--- config.mk ---
export PLATFORM = sky130hd
export DESIGN_NAME = player_input_ctrl
export DESIGN_NICKNAME = d
export VERILOG_FILES = /design/src/rtl/player_input_ctrl.sv
export SDC_FILE = /design/constraint.sdc
export NUM_CORES = 1
export LEC_CHECK = 0
export ABC_AREA = 1
export CAP_MARGIN = 20
export CORE_MARGIN = 8
export CORE_UTILIZATION = 25
export DETAILED_ROUTE_END_ITERATION = 7
export MAX_ROUTING_LAYER = met4
export PLACE_DENSITY = 0.47
export SETUP_SLACK_MARGIN = 0.4
export SLEW_MARGIN = 40
export SYNTH_ARGS = -nofsm -noshare
export SYNTH_HDL_FRONTEND = slang
export SYNTH_SLANG_ARGS = --single-unit
--- constraint.sdc ---
create_clock -name clk -period 2 [get_ports clk]
set_input_delay 0.3 -clock clk [delete_from_list [all_inputs] [get_ports clk]]
set_output_delay 0.3 -clock clk [all_outputs]
set_load 0.05 [all_outputs]
--- src/rtl/player_input_ctrl.sv ---
// Player input controller: synchronised, debounced buttons drive the player column and toggle-encoded missile launches.
// Optional macro PLAYER_AUTOFIRE_EN: a held fire button relaunches every FIRE_COOLDOWN+1 cycles.
module player_input_ctrl #(
   parameter int DEBOUNCE_CYCLES = 315000,
   parameter int MOVE_CYCLES     = 250000,
   parameter int MOVE_STEP       = 2,
   parameter int COL_MIN         = 0,
   parameter int COL_MAX         = 609,
   parameter int COL_INIT        = 305,
   parameter int FIRE_COOLDOWN   = 1000000
) (
   input  logic        clk,
   input  logic        rst,
   input  logic        btn_left,
   input  logic        btn_right,
   input  logic        btn_fire,
   output logic [11:0] btn_col,
   output logic [7:0]  btn_missle_en,
   output logic        fire_pulse,
   output logic [2:0]  missle_idx
);

   localparam int DB_W = $clog2(DEBOUNCE_CYCLES + 1);
   localparam int MV_W = $clog2(MOVE_CYCLES + 1);
   localparam int CD_W = $clog2(FIRE_COOLDOWN + 1);

   typedef enum logic [1:0] {IDLE, LAUNCH, COOLDOWN, WAIT_RELEASE} fire_state_t;

   // Button vectors are ordered {fire, right, left}.
   logic [2:0]        sync1_q;
   logic [2:0]        sync2_q;
   logic [2:0]        deb_q, deb_d;
   logic [DB_W-1:0]   db_cnt_q [3];
   logic [DB_W-1:0]   db_cnt_d [3];
   logic [MV_W-1:0]   mv_cnt_q, mv_cnt_d;
   logic              wrap_s;
   logic [11:0]       col_q, col_d;
   fire_state_t       state_q, state_d;
   logic [CD_W-1:0]   cd_cnt_q, cd_cnt_d;
   logic [7:0]        en_q, en_d;
   logic [2:0]        idx_q, idx_d;
   logic              pulse_q, pulse_d;
   logic              launch_s;

   // Debounce: a level flips only after DEBOUNCE_CYCLES consecutive disagreeing cycles.
   always_comb begin
      for (int i = 0; i < 3; i++) begin
         deb_d[i]    = deb_q[i];
         db_cnt_d[i] = '0;
         if (sync2_q[i] != deb_q[i]) begin
            if (db_cnt_q[i] == DB_W'(DEBOUNCE_CYCLES - 1)) begin
               deb_d[i]    = ~deb_q[i];
               db_cnt_d[i] = '0;
            end else begin
               db_cnt_d[i] = db_cnt_q[i] + DB_W'(1);
            end
         end else begin
            db_cnt_d[i] = '0;
         end
      end
   end

   // Move timer and column stepping; bounds are checked before the step so nothing wraps.
   always_comb begin
      wrap_s   = (mv_cnt_q == MV_W'(MOVE_CYCLES - 1));
      mv_cnt_d = wrap_s ? '0 : mv_cnt_q + MV_W'(1);
      col_d    = col_q;
      if (wrap_s && deb_q[0] && !deb_q[1]) begin
         col_d = (col_q >= 12'(COL_MIN + MOVE_STEP)) ? col_q - 12'(MOVE_STEP) : 12'(COL_MIN);
      end else if (wrap_s && deb_q[1] && !deb_q[0]) begin
         col_d = (({1'b0, col_q} + 13'(MOVE_STEP)) <= 13'(COL_MAX)) ? col_q + 12'(MOVE_STEP)
                                                                      : 12'(COL_MAX);
      end else begin
         col_d = col_q;
      end
   end

   // Fire FSM; outputs of a launch are computed on entry so they appear during the LAUNCH cycle.
   always_comb begin
      state_d  = state_q;
      cd_cnt_d = cd_cnt_q;
      en_d     = en_q;
      idx_d    = idx_q;
      pulse_d  = 1'b0;
      launch_s = 1'b0;
      case (state_q)
         IDLE: begin
            if (deb_q[2]) begin
               launch_s = 1'b1;
            end else begin
               state_d = IDLE;
            end
         end
         LAUNCH: begin
            state_d  = COOLDOWN;
            cd_cnt_d = CD_W'(FIRE_COOLDOWN - 1);
         end
         COOLDOWN: begin
            if (cd_cnt_q == '0) begin
`ifdef PLAYER_AUTOFIRE_EN
               if (deb_q[2]) begin
                  launch_s = 1'b1;
               end else begin
                  state_d = IDLE;
               end
`else
               state_d = deb_q[2] ? WAIT_RELEASE : IDLE;
`endif
            end else begin
               cd_cnt_d = cd_cnt_q - CD_W'(1);
            end
         end
         WAIT_RELEASE: begin
            if (!deb_q[2]) begin
               state_d = IDLE;
            end else begin
               state_d = WAIT_RELEASE;
            end
         end
         default: begin
            state_d = IDLE;
         end
      endcase
      if (launch_s) begin
         state_d = LAUNCH;
         pulse_d = 1'b1;
         en_d    = en_q ^ (8'h01 << idx_q);
         idx_d   = idx_q + 3'd1;
      end else begin
         pulse_d = 1'b0;
      end
   end

   // State registers with synchronous reset.
   always_ff @(posedge clk) begin
      if (rst) begin
         sync1_q  <= 3'b000;
         sync2_q  <= 3'b000;
         deb_q    <= 3'b000;
         for (int i = 0; i < 3; i++) begin
            db_cnt_q[i] <= '0;
         end
         mv_cnt_q <= '0;
         col_q    <= 12'(COL_INIT);
         state_q  <= IDLE;
         cd_cnt_q <= '0;
         en_q     <= 8'h00;
         idx_q    <= 3'd0;
         pulse_q  <= 1'b0;
      end else begin
         sync1_q  <= {btn_fire, btn_right, btn_left};
         sync2_q  <= sync1_q;
         deb_q    <= deb_d;
         for (int i = 0; i < 3; i++) begin
            db_cnt_q[i] <= db_cnt_d[i];
         end
         mv_cnt_q <= mv_cnt_d;
         col_q    <= col_d;
         state_q  <= state_d;
         cd_cnt_q <= cd_cnt_d;
         en_q     <= en_d;
         idx_q    <= idx_d;
         pulse_q  <= pulse_d;
      end
   end

   assign btn_col       = col_q;
   assign btn_missle_en = en_q;
   assign fire_pulse    = pulse_q;
   assign missle_idx    = idx_q;

endmodule

==> reports/qor.txt, run 1 <==
GRT Util Overall - 0.110
RSZ-0062 raised after global routing - yes
Layout area overhead - 42.2%
Clock transition at path regs - 0.06 ns
Synth Register Bits - 130
Share of post-route cells with drive strength above 1 - 0.363
Power per Cell Area - 628 nW/um2
Hold WS - 0.386 ns
Kind of critical path - reg -> reg
Iter 0 DRT Violations - 315
Cell taking the most area after synthesis - dfxtp_1
First-pass GRT wire length - 29.3 mm
Post-Synthesis Cell Area - 6770 um2
Diode count - 0
Status - finished, final reports clean
Fmax - 583 MHz
Top post-synthesis cells by area - dfxtp_1, nand2_1, nor2_1, inv_1, xor2_1
Setup TNS - 0 ns
Post-synthesis sequential area ratio - 0.385
Largest net degree at the start of global routing - 21
Syn_nets - 949
CP endpoint kind - register
Setup slack at placement - 0.176 ns
RR Startpoint - mv_cnt_q[1]$_SDFF_PP0_
CTS tree - done
Die X - 181 um
Initial DRT Pass Iterations - 7
Logic pwr share - 0.019
Post-Syn Instances - 930
Max FO, Critical Path - 6
Vias in the first global route - 6119
DR WL/cell - 12.7 um
Core Region - 26800 um2
Register area - 2690 um2
Non-Filler Instances - 1392
Worst Max-Slew Pin Slew - 0.356 ns
PnR Total Power - 6.05 mW
CTS Buffer Depth - 2
Die Y-Extent - 181 um
Worst skew pair latency - 0.42 ns
Final nets - 1057
Peak VDD IR - 0.474 mV
YS warnings - 0
Inst Count DP - 1296
Area of the multi-input gates - 4480 um2
Hpwl dp - 11.5 mm
Share of the synthesized area in the top cell type - 0.385
Hold-fix buffers at CTS - 0
Setup violators final - 0
Clock Skews - 0.0108 ns
Static Leakage - 3.76 nW
Final hold violation count - 0
Final GP Congestion - 0.825
Clk network pwr share - 0.552
CTS buffer count - 17
CP required - 2.36 ns
# port buffers - 28
Net Sw Frac - 0.215
Clock tree sinks - 130
Fraction of power consumed by sequential logic - 0.429
Fin. max-slew vios - 0
Vias/cell - 4.51
HP Start - btn_fire
Crit path launch - mv_cnt_q[1]$_SDFF_PP0_
Drt drc - 0
Max Cap Viol - 0
Hold crit path type - in -> reg
Gr ovfl total - 0
Slew HR - 0.762
Initial Util - 0.252
Internal power - 4.75 mW
Syn_area_per_cell - 7.27 um2
Via Count - 6278
I/O Pins - 29
Cell variety after synth - 47
CP Data Arrival Time - 2.08 ns
Fillers - 2713
Final worst slack - 0.285 ns
Initial antenna violation count - 0
Row count - 60
CP startpoint kind - register
Post-layout min period - 1.72 ns
Final period util - 0.858
Die area - 32600 um2
Sw Pwr - 1.30 mW
ANT nets after route - 0
H-tree Lvls - 4
CTS root buf - clkbuf_16
DRT Wirelength - 17.7 mm
## flip-flops by register name (all words and copies together), names as in the netlist
name           cells
btn_col           12
btn_missle_en      8
cd_cnt_q          20
db_cnt_q          57
deb_q              3
fire_pulse         1
missle_idx         3
mv_cnt_q          18
state_q            2
sync1_q            3
sync2_q            3
## per-layer routing
layer,vias to the layer above,global-route usage,routed length (um)
met4,0,0.0397,287
met3,30,0.0268,605
met2,81,0.170,8030
met5,-,-,0
li1,3275,-,-
met1,2892,0.139,8750
## cells in the mapped netlist (all sizes together)
master / instances
a211oi: 4
a21oi: 54
a31o: 4
a31oi: 8
and3: 2
buf: 10
clkbuf: 6
clkinv: 2
dfxtp: 130
ha: 14
inv: 113
nand2: 181
nand3: 51
nand3b: 2
nand4: 34
nor2: 159
nor3: 45
nor3b: 14
nor4: 9
o211ai: 1
o21a: 1
o21ai: 33
o21bai: 2
o22ai: 1
o31ai: 1
or2: 10
xnor2: 9
xor2: 30
## cells in the final DEF (no fill, tap or decap), types with 10 or more instances in the layout
cell type        Yosys  layout
nand2_1            168     134
clkbuf_16            0      19
nor2_1             137     110
dfxtp_2              0      25
nor2_4               6      27
nor3_2               9      16
dfxtp_1            130      91
nand3_2              8      13
nor3b_1             13      10
dfxtp_4              0      14
xor2_1              30      29
a21oi_1             52      43
buf_6                2      13
a21oi_2              2      10
nand4_1             31      31
inv_1              108      96
inv_2                5      10
o21ai_0             31      16
nor3_1              35      24
buf_4                3      67
nor2_2              15      22
nand2_4              4      17
clkdlybuf4s15_2      0      10
nand3_1             42      31
nand2_2              9      29
## cell families after synthesis
group	after synthesis	synth area share
fa+ha+maj	14	0.0259
simple gates	507	0.372
compound gates	109	0.0890
xor+xnor	39	0.0505
flops	130	0.385
buf+inv	131	0.0775
## critical path, cell delays in order (launching register included)
cell and delay, ns:
dfxtp_2 0.36, ha_4 0.15, nand2_4 0.07, nor2_4 0.14, nand2_4 0.08, nor2_4 0.09
nand4_1 0.21, nor2_4 0.29, nand2_1 0.10, nand2_1 0.08, nand2_1 0.05, nand2_1 0.05
## worst paths after layout
path | endpoint | slack (ns) | cells after the start
min | sync1_q[2]$_SDFF_PP0_ | 0.39 | 3
max | btn_col[4]$_SDFFE_PP1P_ | 0.28 | 11
min reg2reg | sync2_q[2]$_SDFF_PP0_ | 0.40 | 2
max reg2reg | btn_col[4]$_SDFFE_PP1P_ | 0.28 | 11
## power by group through the flow
stage	Clock, mW	Sequential [mW]	Combinational (mW)
after global routing	3.56	2.59	0.126
after CTS	3.43	2.60	0.0957
after detailed placement	0	2.66	0.0899
after global placement	0	2.66	0.0911
final	3.34	2.60	0.114
after floorplan	0	2.66	0.0511
## through the flow
stage               instance area [um2]   util
finish                             9620  0.359
global route                       9620  0.359
floorplan                          6850      -
global placement                   7540  0.281
detailed placement                 7540  0.281
CTS                                8850  0.330
## cell type report
class / count / share of cell area
clock buffers: 22 / 0.0505
flip-flops and latches: 130 / 0.279
inverters: 115 / 0.0477
repair buffers: 102 / 0.0969
multi-input cells: 672 / 0.466
well taps: 341 / 0.0443
clock inverters: 10 / 0.0153
## repair_timing
| item | CTS | global route |
|---|---|---|
| gates resized for setup | 131 | 170 |
| pin swaps | 52 | 68 |
| endpoints found under the setup margin | 78 | 95 |
| gates cloned | 3 | 1 |
| buffers inserted | 35 | 25 |
Note: power is estimated with default switching activity, not from simulation.
==> run 2, diff against run 1 <==
- CORE_UTILIZATION: 25 -> 50
- GPL_TIMING_DRIVEN: not set -> 1
- PLACE_DENSITY: 0.47 -> 0.67
==> run 2 against run 1 <==
Total power shrank 0.55%. Critical path type unchanged. Clock power down 1%. Highest routed layer unchanged. Combinational power increased by 6%. Largest power group unchanged. Wire length is 2.4% higher. Sequential power barely moved. Largest cell class unchanged.
==> reports/qor.txt, run 2 (same netlist as run 1, synthesis figures left out) <==
Max FO, Critical Path - 9 (+3)
HP Start - btn_fire
Regs by FF count - db_cnt_q (57), cd_cnt_q (20), mv_cnt_q (18)
RSZ-0062 raised after global routing - yes
Iter 0 DRT Violations - 403 (+28%)
GRT busiest layer - met2
Worst skew pair latency - 0.43 ns (about the same)
Initial DRT Pass Iterations - 6 (-1)
CP Data Arrival Time - 2.08 ns (about the same)
Initial antenna violation count - 0 (unchanged)
RR Startpoint - mv_cnt_q[0]$_SDFF_PP0_
Worst Max-Slew Pin Slew - 0.552 ns (+0.196 ns)
CP required - 2.30 ns (-0.06 ns)
Largest net degree at the start of global routing - 20 (-4.8%)
Drt drc - 0 (unchanged)
Gr ovfl total - 0 (unchanged)
Hpwl dp - 10.3 mm (-10%)
Hold crit path type - in -> reg
Clock tree sinks - 130 (unchanged)
Initial Util - 0.511 (+0.258)
DR WL/cell - 14.5 um (+14%)
Power per Cell Area - 630 nW/um2 (+0.23%)
Row count - 42 (-30%)
Status - finished, final reports clean
Max Cap Viol - 0 (unchanged)
Die Y-Extent - 132 um (-27%)
Fmax - 561 MHz (-3.8%)
Setup slack at placement - 0.0701 ns (-0.106 ns)
CTS Buffer Depth - 2 (unchanged)
CP endpoint kind - register
Setup TNS - 0 ns (unchanged)
CTS tree - done
Fin. max-slew vios - 0 (unchanged)
ANT nets after route - 0 (unchanged)
Clock Skews - 0.00970 ns (-0.00110 ns)
Via Count - 6562 (+4.5%)
CTS buffer count - 17 (unchanged)
Share of post-route cells with drive strength above 1 - 0.364 (+0.00189)
Peak VDD IR - 0.580 mV (+23%)
GR Layer Usage met2 - 0.298 (+0.128)
Final nets - 1079 (+2.1%)
Final period util - 0.891 (+0.0335)
Final GP Congestion - 0.890 (+7.9%)
WHS Path Cells - 3 (unchanged)
Final core occ - 0.721 (+0.362)
# port buffers - 28 (unchanged)
Commonest non-fill, non-tap cell in the layout - nand2_1
Area of the multi-input gates - 4480 um2 (-0.14%)
Max reg flops - 57 (unchanged)
Global routing usage on met1 - 0.226 (+0.0873)
Kind of critical path - reg -> reg
Static Leakage - 3.84 nW (+2.2%)
Crit path launch - mv_cnt_q[0]$_SDFF_PP0_
First-pass GRT wire length - 27.3 mm (-6.8%)
CTS root buf - clkbuf_16
Most frequent cells in the layout - nand2_1, nor2_1, inv_1
Clock transition at path regs - 0.06 ns (about the same)
Die area - 17500 um2 (-46%)
Slew HR - 0.630 (-0.132)
Met3 Usage GRT - 0.0518 (+0.0250)
CP startpoint kind - register
Post-layout min period - 1.78 ns (+0.0670 ns)
Vias in the first global route - 5972 (-2.4%)
Final hold violation count - 0 (unchanged)
Largest Register - db_cnt_q
H-tree Lvls - 4 (unchanged)
Vias/cell - 5.25 (+16%)
I/O Pins - 29 (unchanged)
PnR Total Power - 6.01 mW (-0.55%)
FF-to-FF path depth - 10 (-1)
Fillers - 1004 (-63%)
Layout area overhead - 41.1%
Final worst slack - 0.218 ns (-0.0670 ns)
DRT Wirelength - 18.1 mm (+2.4%)
Register area - 2690 um2 (about the same)
Hold WS - 0.400 ns (+0.0139 ns)
Diode count - 0 (unchanged)
Setup violators final - 0 (unchanged)
Die X - 132 um (-27%)
GRT Util Overall - 0.191 (+0.0807)
Core Region - 13200 um2 (-51%)
[run 2: cell types whose count changed in the layout (fill, tap and decap cells not counted), sizes merged]
cell,previous run,this run
buf,85,99
clkbuf,25,21
clkdlybuf4s15,10,19
clkinv,4,7
clkinvlp,3,2
nand2,183,184
[run 2: through the flow]
step / std cells / cell area (um2)
floorplan: 930 / 6850
global placement: 1127 / 7310
detailed placement: 1127 / 7310
CTS: 1207 / 8670
global route: 1249 / 9550
finish: 1249 / 9550
[run 2: timing repair]
item                       4_1_cts  5_1_grt
setup endpoints to repair       75       76
gates cloned                     4        0
buffers inserted                44       42
pin swaps                       38       74
hold buffers                     0        0
resized for setup              151      162
[run 2: critical path, stage by stage (launching register included)]
cell	delay [ns]
dfxtp_4	0.36
ha_4	0.15
nand2_4	0.08
nor2_4	0.13
nand4_1	0.11
nor2_1	0.23
nand4_4	0.21
nand4_1	0.15
nand2_1	0.06
nand2_1	0.09
nand2_1	0.08
[run 2: per-layer routing]
layer | vias to the layer above | wire length (um)
li1 | 3319 | -
met1 | 3033 | 7790
met2 | 166 | 9020
met3 | 44 | 879
met4 | 0 | 417
met5 | - | 0
[run 2: area by class of cell]
type / instances / share of cell area
clock buffer: 20 / 0.0501
clock inverter: 12 / 0.0157
inverter: 115 / 0.0474
multi-input combinational: 673 / 0.469
sequential: 130 / 0.282
tap: 176 / 0.0231
timing repair buffer: 123 / 0.113
[run 2: power by group]
group / leakage, nW / switching (mW) / internal [mW]
Combinational: 2.46 / 0.0679 / 0.0533
Clock: 0.312 / 1.19 / 2.10
Sequential: 1.07 / 0.0118 / 2.59
Total: 3.84 / 1.27 / 4.74
[run 2: path summary, 6_finish.rpt]
kind | end | slack, ns
max | btn_col[8]$_SDFFE_PP1P_ | 0.22
max reg2reg | btn_col[8]$_SDFFE_PP1P_ | 0.22
min | sync1_q[2]$_SDFF_PP0_ | 0.40
min reg2reg | sync2_q[0]$_SDFF_PP0_ | 0.40
==> run 3, diff against run 2 <==
- PLACE_DENSITY: 0.67 -> 0.69
- TNS_END_PERCENT: not set -> 10
==> run 3 against run 2 <==
Sequential share of layout area is 2.4 points higher. Clock skew is 0.0046 ns lower. Clock-buffer cell count is 6 higher. Design area is 9.2% lower. Hold slack worse by 0.0069 ns. Fmax is 0.45% higher. Cell count is 3.4% lower. Register-to-register slack hardly changed. Sequential power hardly changed. Via count is 5.1% lower. Total power is 3.7% lower. Highest routed layer unchanged.
==> reports/qor.txt, run 3 (same netlist as run 1, synthesis figures left out) <==
Status - finished, final reports clean
Clock tree sinks - 130 (unchanged)
Gr ovfl total - 0 (unchanged)
Cell area after placement - 7330 um2 (+0.19%)
Share of post-route cells with drive strength above 1 - 0.240 (-0.125)
CP peak stage delay - 0.57 ns (+0.21 ns)
Final nets - 1038 (-3.8%)
CP startpoint kind - register
Die area - 17500 um2 (unchanged)
RSZ-0062 raised after global routing - yes
Area of the multi-input gates - 4060 um2 (-9.4%)
Final period util - 0.887 (-0.00401)
Initial DRT Pass Iterations - 5 (-1)
Peak VDD IR - 0.569 mV (-1.9%)
Vias/cell - 5.16 (-1.8%)
Max FO, Critical Path - 7 (-2)
CP Cell Sequence - dlygate4sd2_1
Final GP Congestion - 0.886 (-0.43%)
FF-to-FF path depth - 12 (+2)
Final instance area - 8670 um2 (-9.2%)
Static Leakage - 3.49 nW (-9.0%)
Vias in the first global route - 5577 (-6.6%)
Largest net degree at the start of global routing - 33 (+65%)
CP required - 1.70 ns (-0.60 ns)
CTS buffer count - 17 (unchanged)
Inst Count DP - 1129 (+0.18%)
H-tree Lvls - 4 (unchanged)
Fillers - 1172 (+17%)
Slew HR - 0.627 (-0.00332)
Worst skew pair latency - 0.42 ns (about the same)
Hpwl dp - 10.3 mm (-0.37%)
Row count - 42 (unchanged)
Fin. max-slew vios - 0 (unchanged)
Setup TNS - 0 ns (unchanged)
WP buf/inv - 1 (+1)
Layout area overhead - 28.2%
Worst path slowest cell - dlygate4sd2_1
Diode count - 0 (unchanged)
Setup violators final - 0 (unchanged)
Final core occ - 0.655 (-0.0660)
CP endpoint kind - primary output
Power per Cell Area - 668 nW/um2 (+6.0%)
Max Cap Viol - 0 (unchanged)
CTS tree - done
Initial antenna violation count - 0 (unchanged)
Largest Register - db_cnt_q
DR WL/cell - 13.2 um (-9.1%)
Worst Max-Slew Pin Slew - 0.559 ns (+0.00663 ns)
Final hold violation count - 0 (unchanged)
CP Data Arrival Time - 1.47 ns (-0.61 ns)
First-pass GRT wire length - 25.3 mm (-7.1%)
DRT Wirelength - 15.9 mm (-12%)
Die Y-Extent - 132 um (unchanged)
CTS Buffer Depth - 2 (unchanged)
Regs by FF count - db_cnt_q (57), cd_cnt_q (20), mv_cnt_q (18)
Register area - 2650 um2 (-1.4%)
Hold crit path type - in -> reg
# port buffers - 28 (unchanged)
WHS Path Cells - 3 (unchanged)
Commonest non-fill, non-tap cell in the layout - nand2_1
Via Count - 6225 (-5.1%)
Cell family with most CP delay - buffers and inverters
CTS root buf - clkbuf_16
Non-Filler Instances - 1206 (-3.4%)
Post-layout min period - 1.77 ns (-0.00802 ns)
ANT nets after route - 0 (unchanged)
Iter 0 DRT Violations - 373 (-7.4%)
Drt drc - 0 (unchanged)
Total stage count of the critical path - 1 (-9)
Core Region - 13200 um2 (unchanged)
Most frequent cells in the layout - nand2_1, nor2_1, dfxtp_1
Clock transition at path regs - 0.05 ns (about the same)
Initial Util - 0.511 (unchanged)
Clock Skews - 0.00515 ns (-0.00455 ns)
Max reg flops - 57 (unchanged)
Fmax - 564 MHz (+0.45%)
I/O Pins - 29 (unchanged)
GRT Util Overall - 0.176 (-0.0148)
Kind of critical path - reg -> out
Die X - 132 um (unchanged)
-- run 3: layout make-up --
type	instances	share of cell area
multi-input cells	673	0.468
well taps	176	0.0254
inverters	115	0.0522
clock buffers	26	0.0600
repair buffers	82	0.0807
flip-flops and latches	130	0.306
clock inverters	4	0.00808
-- run 3: worst paths after layout --
path | from | end | slack [ns]
worst min register to register | sync1_q[0]$_SDFF_PP0_ | sync2_q[0]$_SDFF_PP0_ | 0.40
worst max register to register | cd_cnt_q[0]$_SDFFE_PP0P_ | cd_cnt_q[4]$_SDFFE_PP0P_ | 0.23
worst max-delay path | btn_col[11]$_SDFFE_PP0P_ | btn_col[11] | 0.23
worst min-delay path | btn_right | sync1_q[1]$_SDFF_PP0_ | 0.39
-- run 3: routing by layer --
metal  GRT usage  wire length, um  vias to the layer above  part of all wire
met1       0.213             7360                     2878              0.46
met4      0.0637              289                        0             0.018
met2       0.278             7690                       98              0.48
met3      0.0450              550                       28             0.035
met5           -                0                        -                 0
li1            -                -                     3221                 -
-- run 3: where the power goes --
| part | switching (mW) | internal [mW] |
|---|---|---|
| Clock | 1.07 | 2.02 |
| Combinational | 0.0544 | 0.0344 |
| Sequential | 0.00979 | 2.59 |
| Total | 1.14 | 4.65 |
-- run 3: stage by stage --
stage,setup WS [ns],hold WS (ns),power (mW)
2_1_floorplan,0.337,0.388,2.71
3_3_place_gp,0.149,0.392,2.74
3_5_place_dp,0.0891,0.396,2.74
4_1_cts,0.192,0.391,5.83
5_1_grt,0.130,0.429,5.98
6_report,0.226,0.393,5.79
-- run 3: what timing repair did --
action	CTS	global route
setup endpoints to repair	82	118
gates cloned	0	4
hold buffers	0	0
setup buffers	2	41
gates resized for setup	44	103
pin swaps	1	44
